===== config.mk =====
export PLATFORM = sky130hd
export DESIGN_NAME = snd_cifmaster
export DESIGN_NICKNAME = d
export VERILOG_FILES = /design/src/rtl/snd_cif_pkg.sv /design/src/rtl/snd_cifmaster.sv
export SDC_FILE = /design/constraint.sdc
export NUM_CORES = 1
export LEC_CHECK = 0
export CAP_MARGIN = 20
export CORE_MARGIN = 2
export CORE_UTILIZATION = 46
export CTS_BUF_LIST = sky130_fd_sc_hd__clkbuf_4 sky130_fd_sc_hd__clkbuf_8
export DETAILED_ROUTE_END_ITERATION = 7
export PLACE_DENSITY = 0.88
export REMOVE_ABC_BUFFERS = 1
export SETUP_SLACK_MARGIN = 0.2
export SLEW_MARGIN = 15
export SYNTH_ARGS = -nofsm -noshare
export SYNTH_HDL_FRONTEND = slang
export SYNTH_SLANG_ARGS = --single-unit

===== constraint.sdc =====
create_clock -name CLK -period 3.1 [get_ports CLK]
set_input_delay 0.93 -clock CLK [delete_from_list [all_inputs] [get_ports CLK]]
set_output_delay 0.93 -clock CLK [all_outputs]
set_load 0.02 [all_outputs]

===== src/rtl/snd_cif_pkg.sv =====
// Shared definitions for the sound-register CIF master: bus widths,
// controller state encoding and the sound slave register map.
package snd_cif_pkg;

    localparam int SND_CIF_AW = 4;
    localparam int SND_CIF_DW = 32;

    typedef enum logic [1:0] {
        ST_IDLE  = 2'd0,
        ST_ISSUE = 2'd1,
        ST_RWAIT = 2'd2,
        ST_RESP  = 2'd3
    } snd_cif_state_e;

    // Sound slave register map
    localparam logic [SND_CIF_AW-1:0] ADR_CMD      = 4'd0;
    localparam logic [SND_CIF_AW-1:0] ADR_VRAMADR  = 4'd1;
    localparam logic [SND_CIF_AW-1:0] ADR_VOLUME   = 4'd2;
    localparam logic [SND_CIF_AW-1:0] ADR_LOOP     = 4'd3;
    localparam logic [SND_CIF_AW-1:0] ADR_DEM_MUTE = 4'd4;
    localparam logic [SND_CIF_AW-1:0] ADR_STATUS   = 4'd5;
    localparam logic [SND_CIF_AW-1:0] ADR_MUSIC    = 4'd6;
    localparam logic [SND_CIF_AW-1:0] ADR_DELAY    = 4'd7;

    // Reload value for the read-wait counter: the counter is loaded on the
    // edge that ends ISSUE and the data is sampled when it has reached zero.
    function automatic logic [3:0] lat_load(input int rd_latency);
        return 4'(rd_latency - 1);
    endfunction

endpackage


===== src/rtl/snd_cifmaster.sv =====
// CIF master for the sound register slave. Accepts one register command at a
// time on the REQ_* side, runs a single strobed bus cycle on CIF_*, and returns
// the result on RSP_*.
//
// Handshake: a transfer happens on a rising edge where VALID && READY are both
// high; the sender keeps its payload stable while VALID is high and READY low,
// and the receiver may not assume anything about payload while VALID is low.
module snd_cifmaster
    import snd_cif_pkg::*;
#(
    parameter int RD_LATENCY = 1,
    parameter int DW         = SND_CIF_DW,
    parameter int AW         = SND_CIF_AW
) (
    input  logic          CLK,
    input  logic          RST_X,
    input  logic          REQ_VALID,
    output logic          REQ_READY,
    input  logic          REQ_WRITE,
    input  logic [AW-1:0] REQ_ADR,
    input  logic [3:0]    REQ_BE,
    input  logic [DW-1:0] REQ_WDATA,
    output logic          RSP_VALID,
    input  logic          RSP_READY,
    output logic          RSP_WRITE,
    output logic [DW-1:0] RSP_RDATA,
    output logic          CIF_SNDSEL,
    output logic          CIF_REGREAD,
    output logic [3:0]    CIF_REGWRITE,
    output logic [AW-1:0] CIF_REGADR,
    output logic [DW-1:0] CIF_REGWDATA,
    input  logic [DW-1:0] SND_REGRDATA,
    output logic          BUSY,
    output logic [1:0]    DBG_STATE
);

    localparam logic [3:0] LAT_LOAD = lat_load(RD_LATENCY);

    snd_cif_state_e state;
    logic           cap_write;
    logic [3:0]     lat_cnt;

    // Ready is gated by RST_X so it is low throughout reset and high on the
    // very first cycle after release.
    assign REQ_READY = (state == ST_IDLE) && RST_X;
    assign BUSY      = (state != ST_IDLE);
    assign DBG_STATE = state;

    // Command sequencer: all bus strobes and response fields are registered here
    always_ff @(posedge CLK) begin
        if (!RST_X) begin
            state        <= ST_IDLE;
            cap_write    <= 1'b0;
            lat_cnt      <= '0;
            CIF_SNDSEL   <= 1'b0;
            CIF_REGREAD  <= 1'b0;
            CIF_REGWRITE <= '0;
            CIF_REGADR   <= '0;
            CIF_REGWDATA <= '0;
            RSP_VALID    <= 1'b0;
            RSP_WRITE    <= 1'b0;
            RSP_RDATA    <= '0;
        end else begin
            case (state)
                ST_IDLE: begin
                    if (REQ_VALID && REQ_READY) begin
                        cap_write    <= REQ_WRITE;
                        CIF_REGADR   <= REQ_ADR;
                        CIF_REGWDATA <= REQ_WDATA;
                        if (REQ_WRITE) begin
                            // A write with no byte enables never selects the slave
                            CIF_SNDSEL   <= |REQ_BE;
                            CIF_REGREAD  <= 1'b0;
                            CIF_REGWRITE <= REQ_BE;
                        end else begin
                            CIF_SNDSEL   <= 1'b1;
                            CIF_REGREAD  <= 1'b1;
                            CIF_REGWRITE <= '0;
                        end
                        state <= ST_ISSUE;
                    end
                end
                ST_ISSUE: begin
                    CIF_SNDSEL   <= 1'b0;
                    CIF_REGREAD  <= 1'b0;
                    CIF_REGWRITE <= '0;
                    if (cap_write) begin
                        RSP_VALID <= 1'b1;
                        RSP_WRITE <= 1'b1;
                        RSP_RDATA <= '0;
                        state     <= ST_RESP;
                    end else begin
                        lat_cnt <= LAT_LOAD;
                        state   <= ST_RWAIT;
                    end
                end
                ST_RWAIT: begin
                    if (lat_cnt == 4'd0) begin
                        RSP_VALID <= 1'b1;
                        RSP_WRITE <= 1'b0;
                        RSP_RDATA <= SND_REGRDATA;
                        state     <= ST_RESP;
                    end else begin
                        lat_cnt <= lat_cnt - 4'd1;
                    end
                end
                ST_RESP: begin
                    if (RSP_READY) begin
                        RSP_VALID <= 1'b0;
                        state     <= ST_IDLE;
                    end
                end
                default: state <= ST_IDLE;
            endcase
        end
    end

endmodule


; ---- After elaboration in Yosys (flattened, before gate mapping)
; Cells that the tools add are included.
[classes]
add_sub_neg = 1
n_eq_ne = 9
muxes = 26
n_reduce_logical = 15
[op_table]
columns = operator, n
row1 = 2-to-1 mux 32 bit, 2
row2 = one-hot mux 32 bit (2 select lines), 1
row3 = 2-to-1 mux 4 bit, 4
row4 = one-hot mux 4 bit (2 select lines), 2
row5 = != test 2 bit (second input constant), 5
row6 = 2-to-1 mux 1 bit, 9
row7 = AND reduction 3 bit, 3
row8 = one-hot mux 2 bit (4 select lines), 1
row9 = 2-to-1 mux 2 bit, 3
row10 = one-hot mux 1 bit (2 select lines), 3
row11 = nonzero test 2 bit, 3
row12 = == test 2 bit (second input constant), 2
row13 = zero test 4 bit, 1
row14 = AND reduction 2 bit, 2
row15 = AND reduction 4 bit, 1
row16 = OR reduction 4 bit, 1
row17 = subtractor 4 x 1 -> 4 bit (second input constant), 1
row18 = one-hot mux 1 bit (3 select lines), 1
row19 = nonzero test 3 bit, 1
row20 = == test 2 x 1 -> 1 bit (second input constant), 1
row21 = logical AND 1 bit, 2
row22 = zero test 2 bit, 1
row23 = != test 2 x 1 -> 1 bit (second input constant), 1
[totals]
regBits = 83
elab_cells = 62

; ---- Longest topological paths before layout
; Gate-level depths: netlist (run 1).
[depth]
ltp_word = 5
ltp_mapped = 7

; ---- Worst setup path before layout (run 1)
; OpenSTA, ideal clock, no wires.
[synth_path]
path_type = input to output
start = input port RST_X
end = output port REQ_READY
t_arrival_ns = 1.734
required_ns = 2.170
setup_slack_ns = 0.436
path_stages = 4
cell_sequence = clkbuf_1 inv_2 clkbuf_1 nor2_1
[synth_via]
elab_chain_cells = 1
[synth_rtl]
columns = element, line
row1 = from (decl), snd_cifmaster.sv:16  ; input logic RST_X,
row2 = logical AND 1 bit, snd_cifmaster.sv:45  ; assign REQ_READY = (state == ST_IDLE) && RST_X;
row3 = to (decl), snd_cifmaster.sv:18  ; output logic REQ_READY,
; Every way passes these cells.

; ---- Worst setup path in the final report (run 1)
[layout_path]
start = register state[0] (netlist: DBG_STATE[0])
end = output port BUSY
[layout_via]
elab_chain_cells = 1
[layout_rtl]
columns = element, line
row1 = from (decl), snd_cifmaster.sv:39  ; snd_cif_state_e state;
row2 = from (signal assigned), snd_cifmaster.sv:52  ; state <= ST_IDLE;
row3 = from (signal assigned), snd_cifmaster.sv:80  ; state <= ST_ISSUE;
row4 = from (signal assigned), snd_cifmaster.sv:91  ; state <= ST_RESP;
row5 = nonzero test 2 bit, snd_cifmaster.sv:46  ; assign BUSY = (state != ST_IDLE);
row6 = to (decl), snd_cifmaster.sv:33  ; output logic BUSY,
; Every way passes these cells.

==> Implementation_results.wiki, run 1 <==
{| class="wikitable"
! Metric !! Value
|-
| Fraction of power consumed by the clock network || 0.244
|-
| Main synth FF type || dfxtp_1
|-
| Nets || roughly 630
|-
| Cell count after synthesis || 402
|-
| Launch point of the critical path || DBG_STATE[0]
|-
| Count of nets left with antenna violations after detail routing || 0
|-
| Hold Crit Depth || 2
|-
| Die X-Extent || 90.2 um
|-
| Fraction of the mapped netlist area in compound gates || 0.0546
|-
| Most area-hungry cell type in the Yosys netlist || dfxtp_1
|-
| Hold Startpoint || RSP_RDATA[31]
|-
| Standby leakage power || ~0.0021 uW
|-
| Total die area || around 8000 um2
|-
| Area added between synthesis and finish || 53.5%
|-
| Combined global-route utilization of all metal layers || 0.225
|-
| DRC || 0
|-
| Share of the synthesized netlist area taken by xor and xnor gates || 0
|-
| Diodes inserted || 0
|-
| Part of the Yosys area used for sequential elements || 0.486
|-
| Global route overflow || 0
|-
| Count of vias placed by the detailed router || between 3000 and 4000
|-
| Clock buffer count from CTS || 9
|-
| Wirelength, routed || 9330 um
|-
| Final TNS setup || 0 ps
|-
| Worst-path fanout max || 7
|-
| Data required time of the critical path || 2170 ps
|-
| Initial DRT Pass Iterations || 5
|-
| Layout Utilization || 0.727
|-
| Largest incremental delay on the critical path || 610 ps
|-
| Capturing point of the worst reg2reg path || RSP_RDATA[6]
|-
| Number of cells traversed by the worst register-to-register path || 6
|-
| Worst skew pair latency || about 340 ps
|-
| Slowest cell on the critical path || clkdlybuf4s50_1
|-
| Cell at the root of the clock tree || clkbuf_8
|-
| RSZ-0062 raised after global routing || no
|-
| Hold worst-path end || RSP_RDATA[31]
|-
| Setup skew after layout || between 10 and 15 ps
|-
| Category of the worst setup path launch point || register
|-
| Via-per-instance ratio || roughly 5.1
|-
| Maximum ir drop on the vdd rail || roughly 0.81 mV
|-
| Final hold violation count || 0
|-
| Share of power burned in combinational logic || 0.412
|-
| Global-route wire length before repair || 15100 um
|-
| Clock transition at the register clock pins on the worst setup and hold paths after CTS || roughly 90 ps
|-
| Highest clock rate || between 300 and 400 MHz
|-
| Number of antenna violations at the first check in global routing || 0
|-
| Arrival time reported for the critical path endpoint || ~1800 ps
|-
| Slew headroom || 0.294
|-
| Largest buffer count on any clock path || 2
|-
| Number of slew-limit violations in the final report || 0
|-
| Synthesized area per cell || ~8.5 um2
|-
| Starting Density || 0.473
|-
| Class of the tightest hold or removal check || reg -> reg
|-
| Slew at the pin closest to its max-slew limit || about 1100 ps
|-
| Cell-internal power || 2510 uW
|-
| Cell seen most often among critical-path stages || inv_1
|-
| Yosys warnings || 0
|-
| Ports || between 150 and 200
|-
| Routability-driven placement congestion ratio || between 0.8 and 0.9
|-
| Power share of the sequential group || 0.344
|-
| TritonCTS clock tree || built
|-
| Post-synthesis share of cell area spent on full adders, half adders and majority gates || 0.0220
|-
| PortBufs || around 160
|-
| Synth top area cells || dfxtp_1 49%, nand2_1 13%, nand3_1 11%
|-
| Pwr/cell area || 742 nW/um2
|-
| Final Cycle Share || 0.885
|-
| Fill cell count || 530
|-
| R2R Path Start || lat_cnt[0]
|-
| Run status || completed
|-
| Net switching power || approximately 1400 uW
|-
| Largest family of logic cells by synthesized area || simple AND/OR/NAND/NOR gates
|-
| Via count of the first global-routing pass || 3080
|-
| Largest net degree at the start of global routing || about 110
|-
| Basic-gate share of the synthesized area counting and, or, nand and nor cells || 0.277
|-
| Row count || 31
|-
| Unique cell type count in the Yosys netlist || 37
|-
| Depth of the CTS H-tree || 3
|-
| Half-perimeter wire length after placement || ~6500 um
|-
| Max cap viols || 0
|-
| Post-detailed-route wirelength per cell || between 10 and 15 um
|-
| Net switching fraction of the power || 0.354
|-
| Share of Yosys cell area claimed by the top area cell type || 0.486
|-
| Reg-to-reg slack, setup || 910 ps
|-
| Final setup violation count || 0
|-
| Post-synthesis instance area || between 3000 and 4000 um2
|-
| Area of the core region || 7210 um2
|-
| Worst hold slack after final layout || 457 ps
|-
| Number of DRC markers after the initial detailed-route iteration || 114
|-
| Multiplexer share of the synthesized area || 0.103
|-
| Async S/R FF share, synth || 0
|-
| Synth Register Bits || 83
|-
| Layout cells sized above 1 || 0.0546
|-
| Most frequent standard cell in the layout excluding fill and tap cells || clkdlybuf4s50_1
|-
| Endpoint class of the critical path || output pin
|-
| Critical Path, Cell by Cell || inv_1 > ha_2 > inv_1 > clkdlybuf4s50_1
|-
| Chip Height || ~90 um
|-
| Sinks on the clock net || between 80 and 90
|-
| Classification of the worst setup path || reg -> out
|-
| Post-synth EDFFs || 0
|-
| Commonest cells after routing, fill and taps aside || 154 x clkdlybuf4s50_1, 116 x nand2_1, 81 x dfxtp_1, 75 x nand3_1, 35 x mux2i_1
|-
| Final worst path period need || around 2700 ps
|}
==> kinds of logic (layout without fill, tap and decap cells) <==
logic type               after synthesis  count (layout)
adder cells (fa/ha/maj)                6               6
multiplexers                          35              35
flip-flops                            83              83
AND/OR/NAND/NOR                      212             212
buffers and inverters                 41             188
AO/OA/AOI/OAI                         25              25
==> stage by stage <==
stage                     cells  setup slack (ps)  power [uW]  instance area, um2
after detailed placement    632               341        2950                4990
final                       648               357        3890                5240
after global placement      632               436        2910                4990
after global routing        648               243        4090                5240
after floorplan             370             -64.5        2300                3250
after CTS                   648               250        3900                5240
==> critical path, delay by kind of cell (launching register included) <==
family | cells | cell delay (ps)
DFF | 1 | 410
buffers and inverters | 3 | 820
adders and majority gates | 1 | 240
==> power by group through the flow <==
stage / clock network [uW] / registers [uW] / logic (uW)
finish: 947 / 1340 / 1600
global route: 1000 / 1360 / 1720
CTS: 958 / 1330 / 1610
detailed placement: 0 / 1360 / 1600
global placement: 0 / 1350 / 1560
floorplan: 0 / 1550 / 753
==> worst max-delay path by stage <==
stage | cells past startpoint | endpoint
2_1_floorplan | 4 | RSP_RDATA[0]
3_3_place_gp | 4 | REQ_READY
3_5_place_dp | 6 | CIF_REGWRITE[0]
4_1_cts | 5 | REQ_READY
5_1_grt | 4 | BUSY
6_report | 4 | BUSY
==> metal layers <==
metal,GRT usage,up-vias,part of all wire,wire (um)
li1,-,1639,-,-
met1,0.260,1513,0.41,3860
met2,0.402,103,0.52,4870
met3,0.0461,20,0.040,375
met4,0.0974,0,0.024,225
met5,0,-,0,0
==> area by class of cell <==
class	instances	area (um2)	area share
multi-input combinational	278	1560	0.298
timing repair buffer	163	1610	0.308
tap	99	124	0.0236
clock inverter	7	123	0.0234
clock buffer	9	124	0.0236
inverter	9	33.8	0.00644
sequential	83	1660	0.317
==> what timing repair did <==
action / 4_1_cts / 5_1_grt
setup endpoints to repair: 1 / 2
resized for setup: 1 / 3
pin swaps: 0 / 0
cloned: 0 / 0
endpoints found under the hold margin: 0 / 0
setup buffers: 0 / 0
hold buffers: 0 / 0
==> state kept, by name (all words and copies together) (netlist names) <==
| register | count |
|---|---|
| CIF_REGADR | 4 |
| RSP_VALID | 1 |
| cap_write | 1 |
| CIF_REGWDATA | 32 |
| CIF_SNDSEL | 1 |
| RSP_WRITE | 1 |
| DBG_STATE | 2 |
| CIF_REGWRITE | 4 |
| RSP_RDATA | 32 |
| lat_cnt | 4 |
| CIF_REGREAD | 1 |
==> synth_stat cells, types with 2 or more instances <==
cell type	instances
nand2_1	116
dfxtp_1	83
nand3_1	75
mux2i_1	35
clkbuf_1	26
a21oi_1	9
inv_1	7
ha_1	6
nand4b_1	4
nor2_1	4
nor2b_1	4
buf_8	3
and3_1	2
buf_1	2
nand4_1	2
o21ai_1	2
o32ai_1	2
No activity file was read; power rests on OpenSTA's default activity.
==> run 2: changes to the inputs <==
--- a/config.mk
+++ b/config.mk
@@ -5,7 +5,7 @@
 export SDC_FILE = /design/constraint.sdc
 export NUM_CORES = 1
 export LEC_CHECK = 0
-export CAP_MARGIN = 20
+export CAP_MARGIN = 0
 export CORE_MARGIN = 2
 export CORE_UTILIZATION = 46
 export CTS_BUF_LIST = sky130_fd_sc_hd__clkbuf_4 sky130_fd_sc_hd__clkbuf_8
==> results of run 2 <==
No change in the layout: final DEF, timing and power equal those of run 1.
==> run 3: changes to the inputs <==
--- a/config.mk
+++ b/config.mk
@@ -7,10 +7,9 @@
 export LEC_CHECK = 0
 export CAP_MARGIN = 0
 export CORE_MARGIN = 2
-export CORE_UTILIZATION = 46
-export CTS_BUF_LIST = sky130_fd_sc_hd__clkbuf_4 sky130_fd_sc_hd__clkbuf_8
+export CORE_UTILIZATION = 41
 export DETAILED_ROUTE_END_ITERATION = 7
-export PLACE_DENSITY = 0.88
+export PLACE_DENSITY = 0.8
 export REMOVE_ABC_BUFFERS = 1
 export SETUP_SLACK_MARGIN = 0.2
 export SLEW_MARGIN = 15
==> constraint.sdc (replaced) <==
create_clock -name CLK -period 2.9 [get_ports CLK]
set_input_delay 0.87 -clock CLK [delete_from_list [all_inputs] [get_ports CLK]]
set_output_delay 0.87 -clock CLK [all_outputs]
set_load 0.02 [all_outputs]
==> run 3 against run 2 <==
  * Flip-flop and latch count is the same
  * Largest power group unchanged
  * Sequential power grew 6%
  * Global-route usage shrank 2.7 points
  * Worst hold slack got worse by 0.98 ps
  * Clock power is 21% lower
  * Cell area is 1.1% lower
  * Sequential share of layout area grew 0.33 points
==> Implementation_results.wiki, run 3 (synthesized netlist as in run 1, its figures left out) <==
{| class="wikitable"
! Metric !! Value
|-
| Global route overflow || 0 (unchanged)
|-
| Class of the tightest hold or removal check || reg -> reg
|-
| Combined global-route utilization of all metal layers || 0.198 (-0.0270)
|-
| Layout Utilization || 0.638 (-0.0893)
|-
| Standby leakage power || 0.00205 uW (-1.7%)
|-
| Final setup violation count || 0 (unchanged)
|-
| PortBufs || 156 (unchanged)
|-
| Diodes inserted || 0 (unchanged)
|-
| Sinks on the clock net || 83 (unchanged)
|-
| Starting Density || 0.420 (-0.0535)
|-
| Chip Height || 95.3 um (+5.7%)
|-
| Final hold violation count || 0 (unchanged)
|-
| Largest incremental delay on the critical path || 360 ps (-250 ps)
|-
| Slowest cell on the critical path || dfxtp_2
|-
| Post-detailed-route wirelength per cell || 14.5 um (+0.36%)
|-
| Arrival time reported for the critical path endpoint || 1610 ps (-200 ps)
|-
| Half-perimeter wire length after placement || 6650 um (+2.8%)
|-
| Critical Path, Cell by Cell || inv_1 > ha_2 > inv_1 > nor2_1 > dlygate4sd2_1
|-
| Die X-Extent || 95.3 um (+5.7%)
|-
| Pre-CTS setup slack || 347 ps (+6.13 ps)
|-
| Count of vias placed by the detailed router || 3246 (-0.89%)
|-
| Ports || 157 (unchanged)
|-
| Clock buffer count from CTS || 9 (unchanged)
|-
| Number of antenna violations at the first check in global routing || 0 (unchanged)
|-
| Row count || 33 (+6.5%)
|-
| Via-per-instance ratio || 4.96 (-1.8%)
|-
| Largest buffer count on any clock path || 2 (unchanged)
|-
| Highest clock rate || a little over 400 MHz
|-
| Cell at the root of the clock tree || clkbuf_8
|-
| Commonest cells after routing, fill and taps aside || 153 x clkdlybuf4s50_1, 116 x nand2_1, 82 x dfxtp_1, 75 x nand3_1, 35 x mux2i_1
|-
| Run status || completed
|-
| Routability-driven placement congestion ratio || 0.744 (-11%)
|-
| Initial DRT Pass Iterations || 5 (unchanged)
|-
| Slew headroom || 0.553 (+0.259)
|-
| Post-CTS Setup Repair Bufs || 0 (unchanged)
|-
| Pwr/cell area || 748 nW/um2 (+0.83%)
|-
| Largest net degree at the start of global routing || 74 (-34%)
|-
| Global-route wire length before repair || 14200 um (-5.9%)
|-
| Most frequent standard cell in the layout excluding fill and tap cells || clkdlybuf4s50_1
|-
| Max cap viols || 0 (unchanged)
|-
| Total die area || 9080 um2 (+12%)
|-
| TritonCTS clock tree || built
|-
| Final worst slack || 422 ps (+65.1 ps)
|-
| Depth of the CTS H-tree || 3 (unchanged)
|-
| Number of DRC markers after the initial detailed-route iteration || 108 (-5.3%)
|-
| Cell class contributing the biggest share of worst-path delay || buffers and inverters
|-
| Area added between synthesis and finish || 51.8%
|-
| Final worst path period need || 2480 ps
|-
| DRC || 0 (unchanged)
|-
| Layout cells sized above 1 || 0.0528 (-0.00182)
|-
| Endpoint class of the critical path || output pin
|-
| Data required time of the critical path || 2030 ps (-140 ps)
|-
| RSZ-0062 raised after global routing || no
|-
| Number of slew-limit violations in the final report || 0 (unchanged)
|-
| Nets || 627 (unchanged)
|-
| Clock transition at the register clock pins on the worst setup and hold paths after CTS || 90 ps (about the same)
|-
| Regs by FF count || CIF_REGWDATA (32), RSP_RDATA (32)
|-
| Buffers and inverters on the worst path || 3 (unchanged)
|-
| Classification of the worst setup path || reg -> out
|-
| Wirelength, routed || 9450 um (+1.3%)
|-
| Final Cycle Share || 0.854
|-
| Setup skew after layout || 9.60 ps (-0.773 ps)
|-
| Slew at the pin closest to its max-slew limit || 671 ps (-388 ps)
|-
| Worst skew pair latency || 340 ps (about the same)
|-
| Maximum ir drop on the vdd rail || 0.618 mV (-24%)
|-
| Via count of the first global-routing pass || 2960 (-3.9%)
|-
| Area of the core region || 8130 um2 (+13%)
|-
| Count of nets left with antenna violations after detail routing || 0 (unchanged)
|-
| Category of the worst setup path launch point || register
|-
| Cell seen most often among critical-path stages || inv_1
|-
| Worst-path fanout max || 7 (unchanged)
|}
==> run 3: cell count changes in the layout (fill, tap and decap cells not counted) <==
cell	previous run	this run
dfxtp_2	2	1
buf_4	8	7
dlymetal6s2s_1	1	0
bufinv_16	3	0
buf_12	0	1
dfxtp_1	81	82
clkinv_4	0	1
dlygate4sd2_1	0	2
clkdlybuf4s50_1	154	153
clkinv_2	0	2
==> run 3: worst min-delay path: stages, from the launching register on <==
cell and delay (ps):
dfxtp_1 320, nand3_1 60, nand2_1 40
==> run 3: worst paths after layout <==
kind / slack [ps] / startpoint / depth (start not counted) / end
setup reg to reg: 670 / lat_cnt[0] / 6 / RSP_RDATA[2]
setup / recovery: 420 / DBG_STATE[0] / 5 / REQ_READY
hold / removal: 460 / CIF_REGWDATA[14] / 2 / CIF_REGWDATA[14]
hold reg to reg: 460 / CIF_REGWDATA[14] / 2 / CIF_REGWDATA[14]
==> run 3: metal layers <==
metal	wire length (um)	global-route usage	share of wire	vias up
li1	-	-	-	1638
met1	3900	0.236	0.41	1517
met2	4940	0.349	0.52	87
met3	530	0.0458	0.056	4
met4	80	0.0664	0.0085	0
met5	0	0	0	-
==> run 3: layout make-up <==
cell class,count,area (um2)
clock buffers,9,124
fillers,677,2950
well taps,105,131
repair buffers,163,1620
inverters,9,33.8
multi-input cells,278,1560
flip-flops and latches,83,1660
clock inverters,7,51.3
==> run 3: power breakdown <==
group	internal, uW	switching (uW)
registers	1320	104
logic	782	925
clock network	316	432
==> run 3: through the flow <==
step | instances | cell area, um2 | setup TNS, ps | hold slack [ps] | power, uW
2_1_floorplan | 370 | 3250 | -8460 | 460 | 2460
3_3_place_gp | 638 | 5010 | 0 | 441 | 3130
3_5_place_dp | 638 | 5010 | 0 | 444 | 3170
4_1_cts | 654 | 5190 | 0 | 458 | 3920
5_1_grt | 654 | 5190 | 0 | 479 | 4090
6_report | 654 | 5190 | 0 | 456 | 3880
==> run 3: repair_timing <==
item | in CTS | in global routing
gates resized for setup | 4 | 0
setup endpoints to repair | 2 | 0
hold buffers | 0 | 0
